### config.mk
export PLATFORM = sky130hd
export DESIGN_NAME = line_buf_ctrl_flat
export DESIGN_NICKNAME = d
export VERILOG_FILES = /design/src/rtl/line_buf_pkg.sv /design/src/rtl/line_buf_ctrl_if.sv /design/src/rtl/line_buf_ctrl_pad_raster_cnt.sv /design/src/rtl/line_buf_ctrl.sv /design/src/flat_wrapper.sv
export SDC_FILE = /design/constraint.sdc
export NUM_CORES = 1
export LEC_CHECK = 0
export CELL_PAD_IN_SITES_DETAIL_PLACEMENT = 1
export CELL_PAD_IN_SITES_GLOBAL_PLACEMENT = 2
export CORE_MARGIN = 3
export CORE_UTILIZATION = 32
export CTS_CLUSTER_DIAMETER = 60
export DETAILED_ROUTE_END_ITERATION = 12
export PLACE_DENSITY = 0.91
export SLEW_MARGIN = 20
export SYNTH_ARGS = -nofsm -noshare
export SYNTH_HDL_FRONTEND = slang
export SYNTH_SLANG_ARGS = --single-unit
### constraint.sdc
create_clock -name clk -period 2.2 [get_ports clk]
set_input_delay 0.22 -clock clk [delete_from_list [all_inputs] [get_ports clk]]
set_output_delay 0.22 -clock clk [all_outputs]
set_load 0.1 [all_outputs]
### src/rtl/line_buf_pkg.sv
// line_buf_pkg: shared types and default geometry for the 3x3 line-buffer sequencer.
package line_buf_pkg;

    localparam int DEF_IMG_WIDTH       = 720;
    localparam int DEF_IMG_HEIGHT      = 540;
    localparam int DEF_GRAY_DATA_WIDTH = 8;
    localparam int PAD_W               = DEF_IMG_WIDTH + 2;
    localparam int PAD_H               = DEF_IMG_HEIGHT + 2;
    localparam int LB_DEPTH            = 2 * PAD_W + 3;

    typedef enum logic [1:0] {IDLE, RUN, DRAIN} state_t;

    typedef logic [DEF_GRAY_DATA_WIDTH-1:0] pixel_t;

endpackage

### src/rtl/line_buf_ctrl_if.sv
// line_buf_ctrl_if: FIFO, line-buffer and window handshake between the sequencer and its neighbours.
interface line_buf_ctrl_if #(
    parameter int DATA_W = 8,
    parameter int COL_W  = 10,
    parameter int ROW_W  = 10
);
    logic              start;
    logic [DATA_W-1:0] in_dout;
    logic              in_empty;
    logic              in_rd_en;
    logic              out_afull;
    logic              sr_clk_en;
    logic [DATA_W-1:0] sr_din;
    logic              win_valid;
    logic [ROW_W-1:0]  win_row;
    logic [COL_W-1:0]  win_col;
    logic              busy;
    logic              done;

    modport master (
        input  start, in_dout, in_empty, out_afull,
        output in_rd_en, sr_clk_en, sr_din, win_valid, win_row, win_col, busy, done
    );

    modport slave (
        output start, in_dout, in_empty, out_afull,
        input  in_rd_en, sr_clk_en, sr_din, win_valid, win_row, win_col, busy, done
    );
endinterface

### src/rtl/line_buf_ctrl_pad_raster_cnt.sv
// pad_raster_cnt: row/column walker over the zero-padded frame with pad and last-position flags.
module pad_raster_cnt #(
    parameter int PW    = 722,
    parameter int PH    = 542,
    parameter int COL_W = 10,
    parameter int ROW_W = 10
) (
    input  logic             clk,
    input  logic             rst,
    input  logic             clr,
    input  logic             en,
    output logic [ROW_W-1:0] r,
    output logic [COL_W-1:0] c,
    output logic             pad,
    output logic             last
);
    localparam logic [COL_W-1:0] C_LAST = COL_W'(PW - 1);
    localparam logic [ROW_W-1:0] R_LAST = ROW_W'(PH - 1);

    logic [ROW_W-1:0] r_q, r_d;
    logic [COL_W-1:0] c_q, c_d;
    logic             col_end, row_end;

    assign col_end = c_q == C_LAST;
    assign row_end = r_q == R_LAST;
    assign r       = r_q;
    assign c       = c_q;
    assign pad     = r_q == '0 || row_end || c_q == '0 || col_end;
    assign last    = row_end && col_end;

    // Advance one position per shift; the row wraps too so the counter idles at (0,0).
    always_comb begin
        c_d = clr ? '0 : !en ? c_q : col_end ? '0 : c_q + 1'b1;
        r_d = clr ? '0 : !(en && col_end) ? r_q : row_end ? '0 : r_q + 1'b1;
    end

    // Position registers.
    always_ff @(posedge clk or posedge rst) begin
        if (rst) begin
            r_q <= '0;
            c_q <= '0;
        end else begin
            r_q <= r_d;
            c_q <= c_d;
        end
    end
endmodule

### src/rtl/line_buf_ctrl.sv
// line_buf_ctrl: raster sequencer for the 3x3 window line buffer with zero padding and backpressure.
// Optional LINE_BUF_CTRL_STALL_CNT_EN adds a saturating stall_cycles counter output.
module line_buf_ctrl
    import line_buf_pkg::*;
#(
    parameter int IMG_WIDTH       = DEF_IMG_WIDTH,
    parameter int IMG_HEIGHT      = DEF_IMG_HEIGHT,
    parameter int GRAY_DATA_WIDTH = DEF_GRAY_DATA_WIDTH,
    parameter int COL_W           = $clog2(IMG_WIDTH + 2),
    parameter int ROW_W           = $clog2(IMG_HEIGHT + 2)
) (
    input  logic clk,
    input  logic rst,
    line_buf_ctrl_if.master bus
`ifdef LINE_BUF_CTRL_STALL_CNT_EN
    ,
    output logic [31:0] stall_cycles
`endif
);
    state_t           state_q, state_d;
    logic             win_valid_q, win_valid_d;
    logic [ROW_W-1:0] win_row_q, win_row_d;
    logic [COL_W-1:0] win_col_q, win_col_d;
    logic             done_q, done_d;
    logic [ROW_W-1:0] r;
    logic [COL_W-1:0] c;
    logic             pad, last, run, wv, shift, start_ok;
    logic [GRAY_DATA_WIDTH-1:0] pix;

    assign run      = state_q == RUN;
    assign start_ok = state_q == IDLE && bus.start;
    assign wv       = r >= 2 && c >= 2;
    assign shift    = run && (pad || !bus.in_empty) && !(wv && bus.out_afull);
    assign pix      = run && !pad ? bus.in_dout : '0;

    pad_raster_cnt #(
        .PW(IMG_WIDTH + 2),
        .PH(IMG_HEIGHT + 2),
        .COL_W(COL_W),
        .ROW_W(ROW_W)
    ) u_cnt (
        .clk(clk),
        .rst(rst),
        .clr(start_ok),
        .en(shift),
        .r(r),
        .c(c),
        .pad(pad),
        .last(last)
    );

    assign bus.sr_clk_en = shift;
    assign bus.in_rd_en  = shift && !pad;
    assign bus.sr_din    = pix;
    assign bus.win_valid = win_valid_q;
    assign bus.win_row   = win_row_q;
    assign bus.win_col   = win_col_q;
    assign bus.busy      = state_q != IDLE;
    assign bus.done      = done_q;

    // Next state and the window flag/coordinates that line up with the taps after this edge.
    always_comb begin
        state_d     = state_q == IDLE ? (bus.start ? RUN : IDLE)
                    : state_q == RUN  ? (shift && last ? DRAIN : RUN)
                    : IDLE;
        win_valid_d = shift && wv;
        win_row_d   = shift && wv ? r - ROW_W'(2) : win_row_q;
        win_col_d   = shift && wv ? c - COL_W'(2) : win_col_q;
        done_d      = shift && last;
    end

    // Control and registered window outputs.
    always_ff @(posedge clk or posedge rst) begin
        if (rst) begin
            state_q     <= IDLE;
            win_valid_q <= 1'b0;
            win_row_q   <= '0;
            win_col_q   <= '0;
            done_q      <= 1'b0;
        end else begin
            state_q     <= state_d;
            win_valid_q <= win_valid_d;
            win_row_q   <= win_row_d;
            win_col_q   <= win_col_d;
            done_q      <= done_d;
        end
    end

`ifdef LINE_BUF_CTRL_STALL_CNT_EN
    logic [31:0] stall_q, stall_d;

    assign stall_cycles = stall_q;

    // Count stalled RUN cycles, saturating, restarting on each accepted frame.
    always_comb begin
        stall_d = start_ok ? '0 : run && !shift && !(&stall_q) ? stall_q + 1'b1 : stall_q;
    end

    // Stall counter register.
    always_ff @(posedge clk or posedge rst) begin
        if (rst) stall_q <= '0;
        else     stall_q <= stall_d;
    end
`else
`endif
endmodule

### src/flat_wrapper.sv
// flat-port wrapper written by rule: the top's interface ports become plain ports
module line_buf_ctrl_flat import line_buf_pkg::*;
#(
    parameter int IMG_WIDTH       = DEF_IMG_WIDTH,
    parameter int IMG_HEIGHT      = DEF_IMG_HEIGHT,
    parameter int GRAY_DATA_WIDTH = DEF_GRAY_DATA_WIDTH,
    parameter int COL_W           = $clog2(IMG_WIDTH + 2),
    parameter int ROW_W           = $clog2(IMG_HEIGHT + 2)
)
  (clk, rst, bus_start, bus_in_dout, bus_in_empty, bus_out_afull, bus_in_rd_en, bus_sr_clk_en, bus_sr_din, bus_win_valid, bus_win_row, bus_win_col, bus_busy, bus_done);
  line_buf_ctrl_if #(.DATA_W(8), .COL_W(COL_W), .ROW_W(ROW_W)) bus_i ();
  input  logic clk;
  input  logic rst;
  input wire logic [$bits(bus_i.start)-1:0] bus_start;
  input wire logic [$bits(bus_i.in_dout)-1:0] bus_in_dout;
  input wire logic [$bits(bus_i.in_empty)-1:0] bus_in_empty;
  input wire logic [$bits(bus_i.out_afull)-1:0] bus_out_afull;
  output wire logic [$bits(bus_i.in_rd_en)-1:0] bus_in_rd_en;
  output wire logic [$bits(bus_i.sr_clk_en)-1:0] bus_sr_clk_en;
  output wire logic [$bits(bus_i.sr_din)-1:0] bus_sr_din;
  output wire logic [$bits(bus_i.win_valid)-1:0] bus_win_valid;
  output wire logic [$bits(bus_i.win_row)-1:0] bus_win_row;
  output wire logic [$bits(bus_i.win_col)-1:0] bus_win_col;
  output wire logic [$bits(bus_i.busy)-1:0] bus_busy;
  output wire logic [$bits(bus_i.done)-1:0] bus_done;
  assign bus_i.start = bus_start;
  assign bus_i.in_dout = bus_in_dout;
  assign bus_i.in_empty = bus_in_empty;
  assign bus_i.out_afull = bus_out_afull;
  assign bus_in_rd_en = bus_i.in_rd_en;
  assign bus_sr_clk_en = bus_i.sr_clk_en;
  assign bus_sr_din = bus_i.sr_din;
  assign bus_win_valid = bus_i.win_valid;
  assign bus_win_row = bus_i.win_row;
  assign bus_win_col = bus_i.win_col;
  assign bus_busy = bus_i.busy;
  assign bus_done = bus_i.done;
  line_buf_ctrl #(.IMG_WIDTH(IMG_WIDTH), .IMG_HEIGHT(IMG_HEIGHT), .GRAY_DATA_WIDTH(GRAY_DATA_WIDTH), .COL_W(COL_W), .ROW_W(ROW_W)) u_core (.clk(clk), .rst(rst), .bus(bus_i));
endmodule
Yosys cells after proc, flatten, opt, wreduce, memory -nomap -nowiden
Cells that the tools add are included.
Storage, ports and cells
  input bits: 13
  word-level logic and storage cells: 51
  bits in registers: 44
  output and inout bits: 33
Cells by class
  reduce and logical (&&, ||, !) cells: 24
  order comparisons: 2
  muxes and demuxes: 11
  add/subtract/negate cells: 4
  equal/unequal tests: 3
Operator list (number)
  $mux 10: 6
  $add 10x1->10 const B: 2
  $eq 10x10->1 const B: 2
  $ge 10x2->1 const B: 2
  $logic_not 10->1: 2
  $sub 10x2->10 const B: 2
  $logic_and 1x1->1: 11
  $mux 8: 1
  $mux 2: 3
  $reduce_bool 2->1: 3
  $logic_or 1x1->1: 4
  $logic_not 1->1: 3
  $eq 2x1->1 const B: 1
  $logic_not 2->1: 1
  $mux 1: 1

Depth between registers and ports, before layout
Gate-level depths: netlist of the first run.
  depth after elaboration: 11
  depth in mapped cells: 10

Cells and area by module
A second synthesis of the first run with hierarchy kept.
Second synthesis, totals
  cells, all modules: 245
  area, all modules: 2582.5 um^2
By module, submodules not included
  line_buf_ctrl: cells an instance 115, times used 1, sequential area each 600.6 um^2, area an instance 1363.8 um^2
  pad_raster_cnt: cells an instance 130, times used 1, sequential area each 500.5 um^2, area an instance 1218.7 um^2

Worst setup path after synthesis of the first run
No wires, ideal clock.
  path type: reg-to-output
  from: register u_core.u_cnt.r_q[1], in the netlist u_core.u_cnt.r[1]
  to: output bus_in_rd_en
  arrival: 2.790 ns
  setup slack: -0.810 ns
  required time: 1.980 ns
  cell stages (with the launch flop): 9
  cell sequence: dfrtp_1 > inv_1 > ha_1 > and3_1 > nand3_1 > a21oi_1 > o31ai_2 > buf_2 > nor2_1
Between the ends
  longest elaborated chain between the ends: 8
Ends and longest elaborated chain
  from (decl): RTL line line_buf_ctrl_pad_raster_cnt.sv:20  | logic [ROW_W-1:0] r_q, r_d;
  from (signal assigned): RTL line line_buf_ctrl_pad_raster_cnt.sv:43  | r_q <= r_d;
  parallel branches: the longest is 7 deep, another holds $ge 10x2->1
  $logic_and 1x1->1 *: RTL line line_buf_ctrl.sv:53  | assign bus.in_rd_en = shift && !pad;
  to (decl): RTL line flat_wrapper.sv:18  | output wire logic [$bits(bus_i.in_rd_en)-1:0] bus_in_rd_en;
Every way passes the cells marked *.

Worst setup path after layout of the first run
  from: register u_core.u_cnt.c_q[8], in the netlist u_core.u_cnt.c[8]
  to: register u_core.u_cnt.c_q[8], in the netlist u_core.u_cnt.c[8]
Between the ends
  longest elaborated chain between the ends: 7
Ends and longest elaborated chain
  from (decl): RTL line line_buf_ctrl_pad_raster_cnt.sv:21  | logic [COL_W-1:0] c_q, c_d;
  from (signal assigned): RTL line line_buf_ctrl_pad_raster_cnt.sv:41  | c_q <= '0;
  from (signal assigned): RTL line line_buf_ctrl_pad_raster_cnt.sv:44  | c_q <= c_d;
  parallel branches: the longest is 7 deep, another holds $add 10x1->10
Several ways; the timed one is not identified. The select of a mux whose other input is x is not followed.
A chain may end at the register's enable or synchronous reset.

==> impl_metrics.ini, run 1 <==
[pwr]
p_leak_nw = 1.96
ir_drop_mv = 0.308
finalPower_w = 0.00269
p_per_area_nw_per_um2 = 635

[floorplan]
initial_core_util_pct = 33.2
rows = 32
core_area_sq_um = 7810
floorplan.io_pins = 46
die_area_sq_um = 9220
die_w_um = 96.0
die_h_um = 96.0

[finish]
syn_to_final_growth_pct = 63.3
drive_gt1_share_pct = 44.3
fillers = 864
final_nets = 424
antennaDiodeCount = 0

[setup_path]
slowest_delay_ps = 470
critPathCapture = u_core.u_cnt.c[8]
start_kind = flip-flop
arrival_ps = 2710
critPathSlowestCell = or4_1
cp_common_cell = buf_6
path_buf_inv = 3
cp_cell_sequence = buf_6 > nor4_4 > nand4b_1 > a31oi_4 > o31ai_4 > buf_4 > buf_6 > or4_1 > a21oi_1
path_depth = 9
crit_family = simple AND/OR/NAND/NOR gates
required_ps = 2420
critical_path_class = reg -> reg
endpoint_kind = flip-flop
rr_endpoint = u_core.u_cnt.c[8]
r2r_slack_ps = -290
crit_start = u_core.u_cnt.c[8]
r2r_start = u_core.u_cnt.c[8]
worst_r2r_path_depth = 9
cp_max_fo = 5

[logic_synthesis]
yosysTopAreaCell = dfrtp_1
netlist_top_cells_count = dfrtp_1, nor2_1, nand2_1
ys.flop_type = dfrtp_1
yosysMostFrequentCell = dfrtp_1
synthArstFlopShare_pct = 100
ys_seq_area_share_pct = 42.5
ys_warn_count = 0
syn_nets = 315
ys_types = 43
synth_top_area_share_pct = 42.5
synth_edf_count = 0
netlist_area_sq_um = 2590
syn_avg_cell_area_sq_um = 8.94
synth_area_leaders = dfrtp_1, ha_1, nor2_1
ys_ff_latch = 44
synthCells = 290

[outcome]
violations = setup timing
status = finished with violations

[min_path]
hp-class = in -> async

[sta]
min_period_over_period_pct = 113
hold_slack_ps = 358
relSlewSlack_pct = 60.5
setup_viol = 30
hold_viol = 0
maxSlewViolCount = 0
rsz0062_at_grt = yes
skew_ps = 11.4
fin_ws_ps = -286
fmax_mhz = 402
worst_slew_pin_slew_ps = 587
period_needed_ps = 2490

[drt]
drc = 0
postRouteAntennaNets = 0
finalWirelength_um = 11000
vias = 2800
avgRoutedWirePerCell_um = 22.0
via_per_inst = 5.58
drtPass1Iterations = 4
detail_route.iter0.violations = 122

[placed_design]
hpwl_um = 6020
gp_congestion = 0.871
numPortBuffers = 45

[flow_run]
maxCapViolCount = 0

[clocking]
clk_pin_slew_ps = 90
insertion_delay_ps = 310
cts_buffer_depth = 2
cts_tree = done
clkSinkCount = 44
clock-root-buffer = clkbuf_8
hold_buffers = 0
numCtsBuffers = 5
htree_num_levels = 2

[global_routing]
grt_pass1_wl_um = 14500
antenna_found_initial = 0
grt_overflow = 0
grt_max_degree = 45
track_usage_pct = 20.5
grt_pass1_vias = 2773
==> worst min path at each step <==
stage          slack, ps                   from                     to
2_1_floorplan        490                    rst        u_core.bus.done
3_3_place_gp         470  u_core.bus.win_col[0]  u_core.bus.win_col[0]
3_5_place_dp         510  u_core.bus.win_row[1]  u_core.bus.win_row[1]
4_1_cts              380                    rst      u_core.u_cnt.r[5]
5_1_grt              400                    rst  u_core.bus.win_col[9]
6_report             360                    rst  u_core.bus.win_col[9]
==> per-stage QoR <==
| step | cells | setup TNS, ps | instance area [sq um] | util (%) | setup WS (ps) |
|---|---|---|---|---|---|
| after CTS | 487 | -2380 | 3840 | 49.2 | -241 |
| final | 502 | -3870 | 4230 | 54.2 | -286 |
| after global placement | 469 | -87.8 | 3550 | 45.5 | -69.5 |
| after floorplan | 290 | -59.6 | 2630 | - | -59.6 |
| after global routing | 502 | -5570 | 4230 | 54.2 | -359 |
| after detailed placement | 469 | -811 | 3550 | 45.5 | -162 |
==> cells in the final DEF (no fill, tap or decap), drive strengths merged, types with 4 or more instances in the layout <==
cell             n
xor2             5
clkdlybuf4s50   12
o21ai           10
nand3           16
nor3             8
and2            11
nor2            34
buf            106
dfrtp           44
clkbuf           8
o211ai           6
xnor2            7
nor4             4
or3              4
o31ai           10
nand4            7
a21oi           22
inv             10
ha              12
nand2           26
and3             5
==> flip-flops by register name, summed over array words and instances, names as in the netlist <==
| name | count |
|---|---|
| u_core.bus.win_col | 10 |
| u_core.bus.win_row | 10 |
| u_core.u_cnt.c | 10 |
| u_core.u_cnt.r | 10 |
| u_core.state_q | 2 |
| u_core.bus.done | 1 |
| u_core.bus.win_valid | 1 |
==> worst register-to-register path, stage by stage, from the launching register on <==
cell and delay [ps]:
dfrtp_1 410, buf_6 150, nor4_4 300, nand4b_1 240, a31oi_4 260, o31ai_4 140, buf_4 170, buf_6 120
or4_1 480, a21oi_1 150
==> metal layers <==
| metal | vias to the layer above | track usage [%] | share of wire [%] |
|---|---|---|---|
| met5 | - | 0 | 0 |
| met4 | 0 | 7.58 | 4.6 |
| met3 | 46 | 3.91 | 6.0 |
| met2 | 108 | 36.3 | 51 |
| met1 | 1411 | 24.5 | 38 |
| li1 | 1235 | - | - |
==> report_power, final <==
group | internal (W) | total, W | leakage, nW | switching [W]
registers | 0.000873 | 0.000978 | 0.591 | 0.000104
logic | 0.000459 | 0.00107 | 1.31 | 0.000615
clock network | 0.000338 | 0.000636 | 0.0552 | 0.000299
total | 0.00167 | 0.00269 | 1.96 | 0.00102
==> cell type report <==
cell class	count	area (sq um)	share of cell area, %
Multi-Input combinational cell	217	1680	39.7
Timing Repair Buffer	120	1160	27.4
Sequential cell	44	1100	26.1
Tap cell	102	128	3.02
Clock buffer	6	72.6	1.71
Inverter	11	51.3	1.21
Clock inverter	2	35.0	0.828
==> kinds of logic after synthesis <==
logic type,synth area share [%]
flops,42.5
simple gates,26.9
mux,1.69
xor+xnor,4.05
fa+ha+maj,5.79
buf+inv,4.97
compound gates,14.1
==> repair_timing <==
item,CTS,global route
endpoints found under the setup margin,21,36
resized for setup,26,53
cloned,0,2
buffers inserted,12,15
pin swaps,21,30
(Power assumes the default switching activity.)
==> run 2, diff against run 1 <==
--- a/config.mk
+++ b/config.mk
@@ -7,6 +7,7 @@
 export LEC_CHECK = 0
 export CELL_PAD_IN_SITES_DETAIL_PLACEMENT = 1
 export CELL_PAD_IN_SITES_GLOBAL_PLACEMENT = 2
+export CORE_ASPECT_RATIO = 1.75
 export CORE_MARGIN = 3
 export CORE_UTILIZATION = 32
 export CTS_CLUSTER_DIAMETER = 60
==> run 2 against run 1 <==
  * Critical endpoint is now bus_sr_din[6]
  * Critical path depth shrank 1
  * Setup slack gained 150 ps
  * Power grew 5.9%
  * Sequential share of layout area grew 1.7 points
  * Non-clock buffer count shrank 10
  * Global-route usage shrank 0.36 points
  * Clock power grew 40%
  * Clock skew shrank 6.2 ps
  * Sequential cell count is the same
  * The flow still finishes with violations (setup timing)
  * Die area grew 0.46%
==> impl_metrics.ini, run 2 (synthesized netlist as in run 1, its figures left out) <==
[sta]
hold_slack_ps = 395
min_period_over_period_pct = 106
rsz0062_at_grt = yes
relSlewSlack_pct = 60.1
hold_viol = 0
fin_ws_ps = -137
maxSlewViolCount = 0
setup_tns_ps = -1240
skew_ps = 5.19
setup_viol = 10
worst_slew_pin_slew_ps = 599
period_needed_ps = 2340
fmax_mhz = 428

[global_routing]
grt_pass1_wl_um = 14200
grt-busiest-layer = met2
met2_usage_pct = 37.7
grt_pass1_vias = 2825
antenna_found_initial = 0
track_usage_pct = 20.2
grt_max_degree = 45
grt.met3_usage_pct = 2.97
grt_overflow = 0
grt_use_met1_pct = 19.9

[placed_design]
numPortBuffers = 45
gp_congestion = 0.854
dp_cells = 450
hpwl_um = 6530
dpl_cell_area_sq_um = 3500

[setup_path]
critPathSlowestCell = dfrtp_1
start_kind = flip-flop
endpoint_kind = output port
crit_start = u_core.u_cnt.r[0]
rr_endpoint = u_core.bus.win_row[1]
cp_max_fo = 8
r2r_slack_ps = 20
arrival_ps = 2120
critPathCapture = bus_sr_din[6]
cp_cell_sequence = ha_2 > and3_4 > nand3_4 > a21oi_4 > or2_4 > nor2_4 > and2_4 > buf_12
r2r_start = u_core.u_cnt.r[0]
critical_path_class = reg -> out
worst_r2r_path_depth = 9
slowest_delay_ps = 450
required_ps = 1980

[clocking]
clock-root-buffer = clkbuf_16
insertion_delay_ps = 290
clkSinkCount = 44
cts_buffer_depth = 2
numCtsBuffers = 5
hold_buffers = 0
htree_num_levels = 2
cts_tree = done
clk_pin_slew_ps = 60

[drt]
postRouteAntennaNets = 0
vias = 2599
finalWirelength_um = 9160
avgRoutedWirePerCell_um = 19.2
drc = 0
via_per_inst = 5.44
detail_route.iter0.violations = 90
drtPass1Iterations = 4

[finish]
final_nets = 414
syn_to_final_growth_pct = 53.0
fillers = 861
drive_gt1_share_pct = 39.0
layout_common_cells = buf_4, dfrtp_1, nor2_1, nand2_1, a21oi_1
antennaDiodeCount = 0
multi_input_area_sq_um = 1520
fin_area_sq_um = 3970
regArea_sq_um = 1100
final_common_cell = buf_4
finalNonFillerCells = 478

[floorplan]
initial_core_util_pct = 33.6
rows = 42
core_area_sq_um = 7720
die_w_um = 74.0
floorplan.io_pins = 46
die_h_um = 125
die_area_sq_um = 9260

[pwr]
combPwrFrac_pct = 34.8
p_sw_share_pct = 33.4
ir_drop_mv = 0.390
clockPowerShare_pct = 31.3
intPower_w = 0.00190
finalPower_w = 0.00285
p_leak_nw = 1.89
p_per_area_nw_per_um2 = 718
p_switching_w = 0.000952
seqPwrFrac_pct = 33.9

[flow_run]
maxCapViolCount = 0

[min_path]
hp-class = in -> async

[outcome]
violations = setup timing
status = finished with violations
-- run 2: layout make-up --
cell class,count,area share [%]
inverters,11,1.10
repair buffers,110,25.4
well taps,88,2.78
clock inverters,2,0.978
flip-flops and latches,44,27.8
multi-input cells,217,38.4
clock buffers,6,3.50
-- run 2: critical path: cells and delay by family, from the launching register on --
kind                     cells  cell delay [ps]
AND/OR/NAND/NOR              5              940
adder cells (fa/ha/maj)      1              200
buffers and inverters        1              170
AO/OA/AOI/OAI                1               70
flip-flops                   1              450
-- run 2: power by group through the flow --
stage / clock (W) / sequential (W) / combinational [W]
final: 0.000893 / 0.000965 / 0.000991
after global routing: 0.000955 / 0.000977 / 0.00108
after CTS: 0.000916 / 0.000957 / 0.000965
after detailed placement: 0 / 0.000978 / 0.000834
after global placement: 0 / 0.000975 / 0.000801
after floorplan: 0 / 0.000939 / 0.000528
-- run 2: worst min-delay path by stage --
stage	start	end	slack, ps	cells after the start
after global placement	u_core.bus.win_col[0]	u_core.bus.win_col[0]	470	1
after floorplan	rst	u_core.bus.done	490	1
after detailed placement	u_core.bus.win_col[0]	u_core.bus.win_col[0]	480	1
after CTS	rst	u_core.bus.win_col[4]	420	3
final	rst	u_core.bus.win_col[4]	390	3
after global routing	rst	u_core.bus.win_col[4]	470	3
-- run 2: what timing repair did --
action / in CTS / in global routing
setup endpoints to repair: 14 / 29
buffers inserted: 12 / 8
pin swaps: 15 / 17
gates resized for setup: 16 / 22
-- run 2: metrics by stage --
stage | utilization [%] | setup slack, ps
final | 51.4 | -137
after global routing | 51.4 | -227
after CTS | 49.4 | -109
after detailed placement | 45.3 | -28.0
after global placement | 45.3 | 44.7
after floorplan | - | -59.6
-- run 2: metal layers --
layer,vias up,share of wire (%)
met1,1298,33
met2,59,59
met5,-,0
met4,0,5.6
li1,1211,-
met3,31,2.6
==> run 3, diff against run 2 <==
--- a/config.mk
+++ b/config.mk
@@ -9,10 +9,11 @@
 export CELL_PAD_IN_SITES_GLOBAL_PLACEMENT = 2
 export CORE_ASPECT_RATIO = 1.75
 export CORE_MARGIN = 3
-export CORE_UTILIZATION = 32
+export CORE_UTILIZATION = 36
 export CTS_CLUSTER_DIAMETER = 60
 export DETAILED_ROUTE_END_ITERATION = 12
-export PLACE_DENSITY = 0.91
+export DONT_BUFFER_PORTS = 1
+export PLACE_DENSITY = 0.86
 export SLEW_MARGIN = 20
 export SYNTH_ARGS = -nofsm -noshare
 export SYNTH_HDL_FRONTEND = slang
==> run 3 against run 2 <==
  * The flow still finishes with violations (setup timing)
  * Final area shrank 5.1%
  * Global-route usage grew 1.4 points
  * Fmax shrank 2.2%
  * Sequential power grew 2%
  * Sequential share of layout area grew 1.5 points
  * Critical endpoint is now bus_sr_din[7]
==> impl_metrics.ini, run 3 (synthesized netlist as in run 1, its figures left out) <==
[outcome]
status = finished with violations
violations = setup timing

[floorplan]
die_h_um = 118
floorplan.io_pins = 46
die_area_sq_um = 8300
core_area_sq_um = 6910
die_w_um = 70.2
rows = 40
initial_core_util_pct = 37.5

[finish]
drive_gt1_share_pct = 40.8
syn_to_final_growth_pct = 45.2
antennaDiodeCount = 0
final_common_cell = buf_4
fillers = 776
final_nets = 384
layout_common_cells = buf_4, dfrtp_1, nand2_1, nor2_1, a21oi_1
fin_area_sq_um = 3760
regArea_sq_um = 1100
multi_input_area_sq_um = 1630

[setup_path]
arrival_ps = 2170
cp_max_fo = 8
slowest_delay_ps = 450
start_kind = flip-flop
critPathSlowestCell = dfrtp_1
critical_path_class = reg -> out
endpoint_kind = output port
worst_r2r_path_depth = 8
cp_cell_sequence = ha_4 > and3b_2 > nand4_4 > nand2_4 > or2_4 > nor2_4 > and2_4
required_ps = 1980

[drt]
vias = 2533
drc = 0
via_per_inst = 5.70
detail_route.iter0.violations = 120
drtPass1Iterations = 4
avgRoutedWirePerCell_um = 22.2
finalWirelength_um = 9840
postRouteAntennaNets = 0

[clocking]
clkSinkCount = 44
clk_pin_slew_ps = 70
cts_tree = done
insertion_delay_ps = 290
clock-root-buffer = clkbuf_16
htree_num_levels = 2
numCtsBuffers = 5
cts_buffer_depth = 2

[placed_design]
numPortBuffers = 0
hpwl_um = 6040
post-place-ws_ps = -68.5
gp_congestion = 0.914
dpl_cell_area_sq_um = 3150

[flow_run]
maxCapViolCount = 0

[sta]
rsz0062_at_grt = yes
period_needed_ps = 2390
maxSlewViolCount = 0
skew_ps = 5.04
min_period_over_period_pct = 109
setup_viol = 14
hold_viol = 0
fin_ws_ps = -190
relSlewSlack_pct = 41.8
fmax_mhz = 418
worst_slew_pin_slew_ps = 874

[min_path]
whs_path_depth = 4
hp-class = in -> reg

[global_routing]
track_usage_pct = 21.6
grt_overflow = 0
grt_pass1_wl_um = 13900
grt_max_degree = 45
grt_pass1_vias = 2779
antenna_found_initial = 0

[pwr]
ir_drop_mv = 0.397
combPwrFrac_pct = 33.1
p_leak_nw = 1.76
finalPower_w = 0.00280
seqPwrFrac_pct = 35.1
p_per_area_nw_per_um2 = 743
p_switching_w = 0.000983
intPower_w = 0.00181
p_sw_share_pct = 35.1
clockPowerShare_pct = 31.7
==> run 3: cell types whose count changed in the layout (fill, tap and decap cells not counted), sizes merged <==
| cell | before | now |
|---|---|---|
| clkdlybuf4s50 | 12 | 0 |
| clkinvlp | 0 | 1 |
| dlygate4sd3 | 0 | 1 |
| clkinv | 2 | 1 |
| buf | 98 | 78 |
| inv | 10 | 11 |
==> run 3: final timing paths <==
| path | from | endpoint | slack, ps |
|---|---|---|---|
| max in group asynchronous | rst | u_core.u_cnt.c[8] | 1230 |
| hold / removal | bus_out_afull | u_core.bus.done | 280 |
| min in group asynchronous | rst | u_core.bus.win_col[6] | 520 |
| hold reg to reg | u_core.bus.win_col[0] | u_core.bus.win_col[0] | 490 |
| setup reg to reg | u_core.u_cnt.c[0] | u_core.u_cnt.c[8] | -80 |
| setup / recovery | u_core.u_cnt.c[0] | bus_sr_din[7] | -190 |
==> run 3: per-stage QoR <==
stage | cells | setup TNS [ps] | hold slack [ps] | utilization (%)
floorplan | 290 | -59.6 | 489 | -
global placement | 418 | 0 | 287 | 45.6
detailed placement | 418 | -170 | 296 | 45.6
CTS | 434 | -856 | 298 | 50.3
global route | 444 | -3760 | 293 | 54.5
finish | 444 | -1830 | 283 | 54.5
==> run 3: repair_timing <==
| item | 4_1_cts | 5_1_grt |
|---|---|---|
| endpoints found under the setup margin | 15 | 41 |
| endpoints found under the hold margin | 44 | 0 |
| setup buffers | 7 | 9 |
| hold buffers | 1 | 0 |
| pin swaps | 15 | 20 |
| gates resized for setup | 20 | 44 |
| cloned | 0 | 1 |
==> run 3: final cells by class <==
type	count	share of cell area [%]
Clock buffer	5	3.32
Sequential cell	44	29.3
Timing Repair Buffer	80	18.7
Clock inverter	3	1.23
Inverter	11	1.23
Multi-Input combinational cell	217	43.3
Tap cell	84	2.79
==> run 3: power groups by stage <==
stage	Combinational, W	Sequential (W)	Clock, W
floorplan	0.000528	0.000939	0
finish	0.000927	0.000983	0.000888
detailed placement	0.000765	0.000982	0
global placement	0.000748	0.000974	0
CTS	0.000824	0.000968	0.000894
global route	0.00101	0.000988	0.000935
==> run 3: worst max-delay path: cells and delay by family (launching register included) <==
kind | cells | cell delay (ps)
flip-flops | 1 | 450
AND/OR/NAND/NOR | 6 | 1250
adder cells (fa/ha/maj) | 1 | 180
==> run 3: per-layer routing <==
layer | part of all wire, % | vias up | GRT usage, %
li1 | - | 1148 | -
met1 | 33 | 1282 | 19.8
met2 | 58 | 65 | 41.3
met3 | 3.4 | 38 | 4.00
met4 | 6.1 | 0 | 14.4
met5 | 0 | - | 0
